--- src/rtl/pdm_decimator_pkg.sv ---
// Shared audio types for the record/playback path.
// Sample format, capture FSM states and offset/signed conversion.
package audio_pkg;

  localparam int SAMPLE_WIDTH = 16;

  typedef logic [SAMPLE_WIDTH-1:0] sample_t;

  typedef enum logic {
    IDLE,
    RUN
  } pdm_state_t;

  function automatic logic signed [SAMPLE_WIDTH-1:0] offset_to_signed(
    input sample_t s
  );
    return {~s[SAMPLE_WIDTH-1], s[SAMPLE_WIDTH-2:0]};
  endfunction

  function automatic sample_t signed_to_offset(
    input logic signed [SAMPLE_WIDTH-1:0] s
  );
    return {~s[SAMPLE_WIDTH-1], s[SAMPLE_WIDTH-2:0]};
  endfunction

endpackage

--- src/rtl/pdm_decimator_if.sv ---
// Controller-side enable/done handshake carrying one sample per window.
// master = controller, slave = producer of samples.
interface pdm_decimator_if #(
  parameter int SAMPLE_WIDTH = audio_pkg::SAMPLE_WIDTH
);

  logic                    enable_i;
  logic                    done_o;
  logic [SAMPLE_WIDTH-1:0] data_o;

  modport master (
    output enable_i,
    input  done_o,
    input  data_o
  );

  modport slave (
    input  enable_i,
    output done_o,
    output data_o
  );

endinterface

--- src/rtl/pdm_decimator_clock_gen.sv ---
// PDM microphone clock divider.
// rise_stb is high in the first cycle the PDM clock reads high.
module pdm_clock_gen #(
  parameter int CLK_DIV = 25
) (
  input  logic clock_i,
  input  logic reset_i,
  input  logic enable,
  input  logic clear,
  output logic pdm_clk,
  output logic rise_stb
);

  localparam int DW = $clog2(CLK_DIV);

  logic [DW-1:0] div_cnt;
  logic          wrap;

  assign wrap = (div_cnt == DW'(CLK_DIV - 1));

  always_ff @(posedge clock_i or negedge reset_i) begin
    if (!reset_i) begin
      div_cnt  <= '0;
      pdm_clk  <= 1'b0;
      rise_stb <= 1'b0;
    end else if (clear) begin
      div_cnt  <= '0;
      pdm_clk  <= 1'b0;
      rise_stb <= 1'b0;
    end else if (enable) begin
      rise_stb <= wrap & ~pdm_clk;
      if (wrap) begin
        div_cnt <= '0;
        pdm_clk <= ~pdm_clk;
      end else begin
        div_cnt <= div_cnt + 1'b1;
      end
    end else begin
      rise_stb <= 1'b0;
    end
  end

endmodule

--- src/rtl/pdm_decimator.sv ---
// PDM capture: boxcar ones-count decimation to offset-binary samples.
// Define PDM_DC_BLOCK_EN to insert a first-order DC blocker (+1 cycle).
module pdm_decimator #(
  parameter int CLK_DIV      = 25,
  parameter int DECIMATION   = 128,
  parameter int SAMPLE_WIDTH = audio_pkg::SAMPLE_WIDTH
) (
  input  logic           clock_i,
  input  logic           reset_i,
  pdm_decimator_if.slave bus,
  output logic           pdm_clk_o,
  input  logic           pdm_data_i,
  output logic           pdm_lrsel_o
);

  import audio_pkg::*;

  localparam int LW = $clog2(DECIMATION);
  localparam int SH = SAMPLE_WIDTH - LW;

  pdm_state_t state, state_nx;

  logic                    run;
  logic                    clear_div;
  logic                    rise_stb;
  logic [1:0]              sync_q;
  logic                    pdm_bit;
  logic [LW-1:0]           bit_cnt;
  logic [LW:0]             ones_cnt;
  logic [LW:0]             ones_sum;
  logic                    last_bit;
  logic [LW-1:0]           sat;
  logic [SAMPLE_WIDTH-1:0] raw;
  logic                    done_q;
  logic [SAMPLE_WIDTH-1:0] data_q;

  assign pdm_lrsel_o = 1'b0;
  assign bus.done_o  = done_q;
  assign bus.data_o  = data_q;

  always_ff @(posedge clock_i or negedge reset_i) begin
    if (!reset_i) state <= IDLE;
    else          state <= state_nx;
  end

  always_comb begin
    state_nx = state;
    unique case (state)
      IDLE: if (bus.enable_i)  state_nx = RUN;
      RUN:  if (!bus.enable_i) state_nx = IDLE;
      default: state_nx = IDLE;
    endcase
  end

  assign run       = (state == RUN) && bus.enable_i;
  assign clear_div = ~run;

  pdm_clock_gen #(
    .CLK_DIV (CLK_DIV)
  ) u_clk (
    .clock_i  (clock_i),
    .reset_i  (reset_i),
    .enable   (run),
    .clear    (clear_div),
    .pdm_clk  (pdm_clk_o),
    .rise_stb (rise_stb)
  );

  always_ff @(posedge clock_i or negedge reset_i) begin
    if (!reset_i) sync_q <= 2'b00;
    else          sync_q <= {sync_q[0], pdm_data_i};
  end

  assign pdm_bit  = sync_q[1];
  assign ones_sum = ones_cnt + (LW + 1)'(pdm_bit);
  // A window ending as enable drops is still published.
  assign last_bit = rise_stb && (bit_cnt == '1);
  assign sat      = ones_sum[LW] ? '1 : ones_sum[LW-1:0];
  assign raw      = {sat, {SH{1'b0}}};

  always_ff @(posedge clock_i or negedge reset_i) begin
    if (!reset_i) begin
      bit_cnt  <= '0;
      ones_cnt <= '0;
    end else if (rise_stb && !last_bit && run) begin
      bit_cnt  <= bit_cnt + 1'b1;
      ones_cnt <= ones_sum;
    end else if (last_bit || !run) begin
      bit_cnt  <= '0;
      ones_cnt <= '0;
    end
  end

`ifdef PDM_DC_BLOCK_EN
  localparam int AW = SAMPLE_WIDTH + 2;
  localparam logic signed [AW-1:0] Y_MAX =
    {3'b000, {(SAMPLE_WIDTH-1){1'b1}}};
  localparam logic signed [AW-1:0] Y_MIN =
    {3'b111, {(SAMPLE_WIDTH-1){1'b0}}};

  function automatic logic signed [AW-1:0] sx(
    input logic signed [SAMPLE_WIDTH-1:0] v
  );
    return {{2{v[SAMPLE_WIDTH-1]}}, v};
  endfunction

  sample_t                        raw_q;
  logic                           raw_vld;
  logic signed [SAMPLE_WIDTH-1:0] x_cur;
  logic signed [SAMPLE_WIDTH-1:0] x_prev;
  logic signed [SAMPLE_WIDTH-1:0] y_prev;
  logic signed [SAMPLE_WIDTH-1:0] y_sat;
  logic signed [AW-1:0]           acc;

  assign x_cur = offset_to_signed(raw_q);
  assign acc   = sx(x_cur) - sx(x_prev) + sx(y_prev)
               - sx(y_prev >>> 8);

  always_comb begin
    y_sat = acc[SAMPLE_WIDTH-1:0];
    if (acc > Y_MAX)      y_sat = Y_MAX[SAMPLE_WIDTH-1:0];
    else if (acc < Y_MIN) y_sat = Y_MIN[SAMPLE_WIDTH-1:0];
  end

  // Filter history survives enable drops; only reset clears it.
  always_ff @(posedge clock_i or negedge reset_i) begin
    if (!reset_i) begin
      raw_q   <= '0;
      raw_vld <= 1'b0;
      x_prev  <= '0;
      y_prev  <= '0;
      done_q  <= 1'b0;
      data_q  <= '0;
    end else begin
      raw_vld <= last_bit;
      done_q  <= raw_vld;
      if (last_bit) raw_q <= raw;
      if (raw_vld) begin
        x_prev <= x_cur;
        y_prev <= y_sat;
        data_q <= signed_to_offset(y_sat);
      end
    end
  end
`else
  always_ff @(posedge clock_i or negedge reset_i) begin
    if (!reset_i) begin
      done_q <= 1'b0;
      data_q <= '0;
    end else begin
      done_q <= last_bit;
      if (last_bit) data_q <= raw;
    end
  end
`endif

endmodule

--- src/flat_wrapper.sv ---
// flat-port wrapper written by rule: the top's interface ports become plain ports
module pdm_decimator_flat import audio_pkg::*;
#(
  parameter int CLK_DIV      = 25,
  parameter int DECIMATION   = 128,
  parameter int SAMPLE_WIDTH = audio_pkg::SAMPLE_WIDTH
)
  (clock_i, reset_i, pdm_clk_o, pdm_data_i, pdm_lrsel_o, bus_enable_i, bus_done_o, bus_data_o);
  pdm_decimator_if #(.SAMPLE_WIDTH(SAMPLE_WIDTH)) bus_i ();
  input  logic clock_i;
  input  logic reset_i;
  output logic pdm_clk_o;
  input  logic pdm_data_i;
  output logic pdm_lrsel_o;
  input wire logic [$bits(bus_i.enable_i)-1:0] bus_enable_i;
  output wire logic [$bits(bus_i.done_o)-1:0] bus_done_o;
  output wire logic [$bits(bus_i.data_o)-1:0] bus_data_o;
  assign bus_i.enable_i = bus_enable_i;
  assign bus_done_o = bus_i.done_o;
  assign bus_data_o = bus_i.data_o;
  pdm_decimator #(.CLK_DIV(CLK_DIV), .DECIMATION(DECIMATION), .SAMPLE_WIDTH(SAMPLE_WIDTH)) u_core (.clock_i(clock_i), .reset_i(reset_i), .bus(bus_i), .pdm_clk_o(pdm_clk_o), .pdm_data_i(pdm_data_i), .pdm_lrsel_o(pdm_lrsel_o));
endmodule
--- config.mk ---
export PLATFORM = sky130hd
export DESIGN_NAME = pdm_decimator_flat
export DESIGN_NICKNAME = d
export VERILOG_FILES = /design/src/rtl/pdm_decimator_pkg.sv /design/src/rtl/pdm_decimator_if.sv /design/src/rtl/pdm_decimator_clock_gen.sv /design/src/rtl/pdm_decimator.sv /design/src/flat_wrapper.sv
export SDC_FILE = /design/constraint.sdc
export NUM_CORES = 1
export LEC_CHECK = 0
export CORE_ASPECT_RATIO = 1.1
export CORE_MARGIN = 5
export CORE_UTILIZATION = 56
export CTS_BUF_LIST = sky130_fd_sc_hd__clkbuf_8
export DETAILED_ROUTE_END_ITERATION = 10
export PLACE_DENSITY = 0.83
export SYNTH_ARGS = -nofsm -noshare
export SYNTH_HDL_FRONTEND = slang
export SYNTH_SLANG_ARGS = --single-unit
--- constraint.sdc ---
create_clock -name clock_i -period 1.7 [get_ports clock_i]
set_clock_uncertainty 0.1 [all_clocks]
set_input_delay 0.17 -clock clock_i [delete_from_list [all_inputs] [get_ports clock_i]]
set_output_delay 0.17 -clock clock_i [all_outputs]
set_load 0.005 [all_outputs]
==> results of run 1 <==
## cell usage after synthesis
master / count / area share (%)
buf_8: 1 / 0.92
dfrtp_1: 33 / 51
a21oi_2: 8 / 4.3
or2_2: 1 / 0.38
clkbuf_1: 2 / 0.46
o2111a_1: 1 / 0.69
inv_1: 5 / 1.2
conb_1: 1 / 0.23
nor3_1: 1 / 0.31
a21oi_1: 3 / 0.92
and3_1: 5 / 1.9
a21bo_2: 1 / 0.61
buf_6: 2 / 1.4
nand4_2: 1 / 0.77
a22o_1: 3 / 1.6
nor2_1: 15 / 3.5
ha_1: 5 / 3.8
or3_1: 1 / 0.38
a31oi_1: 8 / 3.1
a21o_1: 1 / 0.46
a41oi_1: 3 / 1.6
nor2_4: 1 / 0.69
buf_2: 2 / 0.61
and4_4: 1 / 0.69
nand3_2: 2 / 1.2
xor2_1: 8 / 4.3
mux2_2: 1 / 0.69
buf_4: 10 / 4.6
nand2b_1: 3 / 1.2
nand3_1: 7 / 2.2
xnor2_1: 3 / 1.6
o21ai_0: 2 / 0.61
nand4b_1: 1 / 0.54
nand2_1: 8 / 1.8
## layout make-up
class                           instances  area, µm²  share of cell area [%]
Clock buffer                            6       82.6                    4.47
Clock inverter                          1       3.75                   0.203
Inverter                                5       18.8                    1.02
Multi-Input combinational cell        104        698                    37.8
Sequential cell                        33        826                    44.7
Tap cell                               33       41.3                    2.23
Timing Repair Buffer                   18        178                    9.61
## state kept, by name, summed over array words and instances (netlist names)
signal / flops
u_core.bit_cnt: 7
u_core.state: 1
u_core.bus.done_o: 1
u_core.u_clk.div_cnt: 5
u_core.sync_q: 2
u_core.ones_cnt: 8
u_core.u_clk.pdm_clk: 1
u_core.u_clk.rise_stb: 1
u_core.bus.data_o: 7
## worst paths after layout
| check | depth (start not counted) | slack [ps] | endpoint | start |
|---|---|---|---|---|
| setup reg to reg | 5 | 70 | u_core.bus.data_o[9] | u_core.ones_cnt[0] |
| hold reg to reg | 0 | 250 | u_core.sync_q[1] | u_core.sync_q[0] |
| max in group asynchronous | 2 | 1010 | u_core.bit_cnt[5] | reset_i |
| min in group clock_i | 1 | 230 | u_core.sync_q[0] | pdm_data_i |
| setup / recovery | 5 | 70 | u_core.bus.data_o[9] | u_core.ones_cnt[0] |
| hold / removal | 2 | 190 | u_core.bus.data_o[14] | reset_i |
## stage by stage
stage,instances,power (mW),instance area [µm²]
floorplan,159,0.843,1660
detailed placement,193,0.858,1750
global route,200,1.48,1850
CTS,200,1.43,1840
finish,200,1.42,1850
global placement,193,0.855,1750
## per-layer routing
| metal | vias up | global-route usage, % |
|---|---|---|
| met3 | 4 | 4.07 |
| li1 | 535 | - |
| met1 | 565 | 19.5 |
| met4 | 0 | 9.55 |
| met2 | 40 | 26.7 |
| met5 | - | 0 |
## timing repair
item | in CTS | in global routing
gates resized for setup | 0 | 3
setup endpoints to repair | 0 | 9
endpoints found under the hold margin | 0 | 0
## power by group through the flow
stage	combinational, mW	sequential [mW]	clock [mW]
global route	0.0562	0.796	0.628
global placement	0.0463	0.809	0
floorplan	0.0344	0.809	0
detailed placement	0.0479	0.810	0
finish	0.0474	0.795	0.574
CTS	0.0482	0.795	0.589
## cell families after synthesis
| group | Yosys count |
|---|---|
| AOI/OAI and AO/OA | 30 |
| xor gates and xnor gates | 11 |
| adders and majority gates | 5 |
| buffers and inverters | 22 |
| DFF | 33 |
| muxes | 1 |
| other | 1 |
| and+or+nand+nor | 47 |
==> flow_metrics.env, run 1 <==
export IMPL_cp_max_fo=7
export IMPL_cp_buffers_inverters=0
export IMPL_setup_viol_count_final=0
export IMPL_fin_nets=176
export IMPL_max_cap_violations=0
export IMPL_met1_length_um=1230
export IMPL_clk_pin_slew_ps=70
export IMPL_arrival_ps=1750
export IMPL_min_period_ps=1630
export IMPL_grt_max_degree=34
export IMPL_crit_type="reg -> reg"
export IMPL_cts_setup_buffers=0
export IMPL_slowest_stage="dfrtp_1"
export IMPL_maxSlewViolCount=0
export IMPL_synthMuxAreaShare_pct=0.692
export IMPL_clkPwrFrac_pct=40.5
export IMPL_yosys_area_share_simple_pct=15.5
export IMPL_ys_seq_area_share_pct=50.7
export IMPL_crit_chain="ha_1 -> and3_1 -> a21o_1 -> and3_2 -> a21oi_2"
export IMPL_drt_initial_drc_count=61
export IMPL_setup_tns_ps=0
export IMPL_grt_pass1_wl_um=4990
export IMPL_core_area_mm2=0.00278
export IMPL_vdd_drop_max_mv=0.532
export IMPL_core_rowCount=20
export IMPL_grt_antenna_before_repair=0
export IMPL_clockBufferDepth=2
export IMPL_synthCells=150
export IMPL_synth_fa_ha_area_share_pct=3.84
export IMPL_grt_pass1_vias=1186
export IMPL_final_common_cell="dfrtp_1"
export IMPL_highest_layer="met4"
export IMPL_vias_per_cell=5.72
export IMPL_synth_distinct_cells=34
export IMPL_n_fill_cell=207
export IMPL_clk_latency_ps=280
export IMPL_synth_top_family_by_area="simple AND/OR/NAND/NOR gates"
export IMPL_grt_overflow=0
export IMPL_antenna_diode_count=0
export IMPL_power_leakage_nw=0.828
export IMPL_wl_met3_um=209
export IMPL_finalWorstSetupSlack_ps=71.2
export IMPL_grt_use_total_pct=16.5
export IMPL_place_congestion=0.788
export IMPL_cts_tree="yes"
export IMPL_clockRootBuffer="clkbuf_8"
export IMPL_io_pins=23
export IMPL_intPower_mw=1.12
export IMPL_dp_slack_ps=29.6
export IMPL_via_count=1144
export IMPL_synth_area_per_cell_um2=10.9
export IMPL_powerDensity_mw_per_mm2=767
export IMPL_final_cell_mix="dfrtp_1, nor2_1, clkdlybuf4s50_1"
export IMPL_ys_warn_count=0
export IMPL_syn_area_mm2=0.00163
export IMPL_status="finished clean"
export IMPL_setup_worst_path_end_class="register"
export IMPL_synth_compound_area_share_pct=13.9
export IMPL_dr_wl_met2_um=1430
export IMPL_seq_power_share_pct=56.1
export IMPL_rsz0062_at_grt="no"
export IMPL_numPortBuffers=12
export IMPL_holdCritPathClass="in -> async"
export IMPL_fp_dieH_um=66.5
export IMPL_cts_htree_levels=2
export IMPL_synth_xor_area_share_pct=5.92
export IMPL_fmax_mhz=614
export IMPL_hpwl_um=2030
export IMPL_initial_core_util_pct=58.6
export IMPL_p_switching_mw=0.297
export IMPL_dieArea_mm2=0.00409
export IMPL_holdWs_ps=190
export IMPL_cp_required_ps=1820
export IMPL_drive_gt1_share_pct=18.6
export IMPL_routedWlPerCell_um=14.5
export IMPL_max_stage_delay_ps=380
export IMPL_finalHoldViolations=0
export IMPL_hold_buffers=0
export IMPL_cts_made_buffers=5
export IMPL_swShare_pct=21.0
export IMPL_combPwrFrac_pct=3.3
export IMPL_path_delay_family="simple AND/OR/NAND/NOR gates"
export IMPL_clock_sinks=33
export IMPL_final_core_util_pct=66.5
export IMPL_period_share_pct=95.8
export IMPL_start_kind="register"
export IMPL_wl_um=2910
export IMPL_dr_pass1_iters=4
export IMPL_drc=0
export IMPL_ys_ff_latch=33
export IMPL_antenna_left=0
export IMPL_area_delta_synth_final_pct=13.5
export IMPL_chipWidth_um=61.4
Power figures use the tool's default switching activity.
==> run 2: changes to the inputs <==
--- a/config.mk
+++ b/config.mk
@@ -10,7 +10,8 @@
 export CORE_UTILIZATION = 56
 export CTS_BUF_LIST = sky130_fd_sc_hd__clkbuf_8
 export DETAILED_ROUTE_END_ITERATION = 10
-export PLACE_DENSITY = 0.83
+export PLACE_DENSITY = 0.82
 export SYNTH_ARGS = -nofsm -noshare
 export SYNTH_HDL_FRONTEND = slang
+export SYNTH_HIERARCHICAL = 1
 export SYNTH_SLANG_ARGS = --single-unit
==> run 2 against run 1 <==
Die area grew 2.7%. Sequential share of layout area shrank 3.4 points. Setup slack gained 2.3 ps. Sequential cell count is the same. Critical path depth is the same. Critical path type unchanged.
==> flow_metrics.env, run 2 <==
export IMPL_status="finished clean"
export IMPL_p_switching_mw=0.314
export IMPL_grt_antenna_before_repair=0
export IMPL_hpwl_um=2320
export IMPL_final_cell_mix="dfrtp_1, nand2_1, buf_4"
export IMPL_syn_area_mm2=0.00168
export IMPL_synth_top_area_share_pct=49.2
export IMPL_arrival_ps=1670
export IMPL_place_congestion=0.832
export IMPL_reg2regPathDepth=5
export IMPL_setup_viol_count_final=0
export IMPL_dieArea_mm2=0.00419
export IMPL_drc=0
export IMPL_via_count=1292
export IMPL_regToRegSetupSlack_ps=70
export IMPL_clockRootBuffer="clkbuf_8"
export IMPL_intPower_mw=1.12
export IMPL_synth_main_ff_cell="dfrtp_1"
export IMPL_synthCells=152
export IMPL_initial_core_util_pct=59.4
export IMPL_min_period_ps=1630
export IMPL_grt_max_degree=34
export IMPL_cp_required_ps=1750
export IMPL_holdWs_ps=182
export IMPL_clkPwrFrac_pct=40.6
export IMPL_final_cell_area_mm2=0.00200
export IMPL_synth_area_leaders="dfrtp_1, buf_4, ha_1, o22a_2, nand2_1"
export IMPL_antenna_left=0
export IMPL_core_rowCount=20
export IMPL_cts_made_buffers=5
export IMPL_largest_register="u_core/ones_cnt"
export IMPL_maxSlewViolCount=0
export IMPL_clockBufferDepth=2
export IMPL_rr_endpoint="u_core/ones_cnt[4]"
export IMPL_chipWidth_um=62.2
export IMPL_synth_edff_count=0
export IMPL_setup_tns_ps=0
export IMPL_final_common_cell="dfrtp_1"
export IMPL_synth_area_per_cell_um2=11.0
export IMPL_combPwrFrac_pct=4.2
export IMPL_largest_reg_flops=8
export IMPL_holdCritPathClass="in -> async"
export IMPL_yosysMostFrequentCell="dfrtp_1"
export IMPL_drt_initial_drc_count=86
export IMPL_grt_pass1_vias=1308
export IMPL_hold_buffers=0
export IMPL_cp_max_fo=5
export IMPL_vias_per_cell=6.04
export IMPL_place_area_mm2=0.00184
export IMPL_ys_seq_area_share_pct=49.2
export IMPL_swShare_pct=21.9
export IMPL_regToRegStartpoint="u_core/bit_cnt[0]"
export IMPL_setup_worst_path_end_class="register"
export IMPL_vdd_drop_max_mv=0.726
export IMPL_clock_sinks=33
export IMPL_start_kind="register"
export IMPL_ys_ff_latch=33
export IMPL_yosysTopAreaCell="dfrtp_1"
export IMPL_max_cap_violations=0
export IMPL_dr_pass1_iters=4
export IMPL_seq_power_share_pct=55.2
export IMPL_cts_tree="yes"
export IMPL_grt_overflow=0
export IMPL_powerDensity_mw_per_mm2=720
export IMPL_ys_warn_count=6
export IMPL_numPortBuffers=12
export IMPL_clk_latency_ps=280
export IMPL_routedWlPerCell_um=16.8
export IMPL_crit_type="reg -> reg"
export IMPL_antenna_diode_count=0
export IMPL_power_leakage_nw=0.932
export IMPL_synth_common_cells="dfrtp_1, nand2_1, buf_4"
export IMPL_io_pins=23
export IMPL_period_share_pct=95.7
export IMPL_wl_um=3590
export IMPL_fin_nets=190
export IMPL_finalHoldViolations=0
export IMPL_area_delta_synth_final_pct=19.0
export IMPL_synth_distinct_cells=46
export IMPL_drive_gt1_share_pct=22.1
export IMPL_synthArstFlopShare_pct=100
export IMPL_grt_pass1_wl_um=6110
export IMPL_n_fill_cell=201
export IMPL_fp_dieH_um=67.4
export IMPL_fmax_mhz=615
export IMPL_core_area_mm2=0.00283
export IMPL_clk_pin_slew_ps=70
export IMPL_cts_htree_levels=2
export IMPL_grt_use_total_pct=18.6
run 2: cell types whose count changed in the layout (fill, tap and decap cells not counted), moves of 3 or more:
cell and change:
o22a_2 +6, xor2_1 -5, a21oi_1 +3, nand2_1 +6, nor2_1 -10, a21oi_2 -8
buf_4 +9
run 2: routing by layer:
| metal | track usage [%] | share of wire, % |
|---|---|---|
| met4 | 7.32 | 1.2 |
| met2 | 32.1 | 52 |
| met5 | 0 | 0 |
| met3 | 6.16 | 5.6 |
| met1 | 21.5 | 41 |
run 2: worst max-delay path by stage:
| stage | start | to | depth (start not counted) |
|---|---|---|---|
| 6_report | u_core/bit_cnt[0] | u_core/ones_cnt[4] | 5 |
| 5_1_grt | u_core/bit_cnt[1] | u_core/ones_cnt[4] | 5 |
| 4_1_cts | u_core/bit_cnt[0] | u_core/ones_cnt[7] | 5 |
| 3_5_place_dp | u_core/bit_cnt[0] | u_core/bus.data_o[12] | 5 |
| 3_3_place_gp | u_core/bit_cnt[0] | u_core/bus.data_o[12] | 5 |
| 2_1_floorplan | u_core/bit_cnt[0] | u_core/bus.data_o[12] | 5 |
run 2: critical path, stage by stage, from the launching register on:
cell and delay, ps:
dfrtp_1 380, ha_2 230, nand3_1 140, o2111a_2 350, a41oi_1 230, a31oi_1 60
run 2: kinds of logic after synthesis:
| logic type | Yosys count | synth area share (%) |
|---|---|---|
| AO/OA/AOI/OAI | 36 | 16.1 |
| XOR/XNOR | 7 | 3.65 |
| adder cells (fa/ha/maj) | 5 | 3.73 |
| buffers and inverters | 19 | 7.23 |
| flip-flops | 33 | 49.2 |
| multiplexers | 2 | 1.27 |
| other | 1 | 0.223 |
| AND/OR/NAND/NOR | 49 | 18.6 |
run 2: per-stage QoR:
stage	power (mW)	util, %	setup slack, ps	cells
after floorplan	0.843	-	110	161
after global placement	0.864	64.9	60.3	200
after detailed placement	0.866	64.9	-37.2	200
after CTS	1.45	68.3	66.9	208
after global routing	1.50	70.7	-12.4	214
final	1.44	70.7	73.5	214
run 2: area by class of cell:
cell class | count | area, µm² | area share, %
sequential | 33 | 826 | 41.3
multi-input combinational | 111 | 805 | 40.3
timing repair buffer | 26 | 225 | 11.3
clock buffer | 6 | 82.6 | 4.13
tap | 33 | 41.3 | 2.07
inverter | 4 | 15.0 | 0.751
clock inverter | 1 | 3.75 | 0.188
run 2: timing repair:
action / in CTS / in global routing
setup buffers: 1 / 4
pin swaps: 1 / 3
resized for setup: 1 / 3
endpoints found under the setup margin: 1 / 6
gates cloned: 0 / 2
run 2: power groups by stage:
stage	Clock [mW]	Sequential (mW)	Combinational, mW
final	0.585	0.794	0.0604
after global routing	0.643	0.793	0.0686
after CTS	0.598	0.792	0.0590
after detailed placement	0	0.807	0.0589
after global placement	0	0.806	0.0572
after floorplan	0	0.806	0.0367
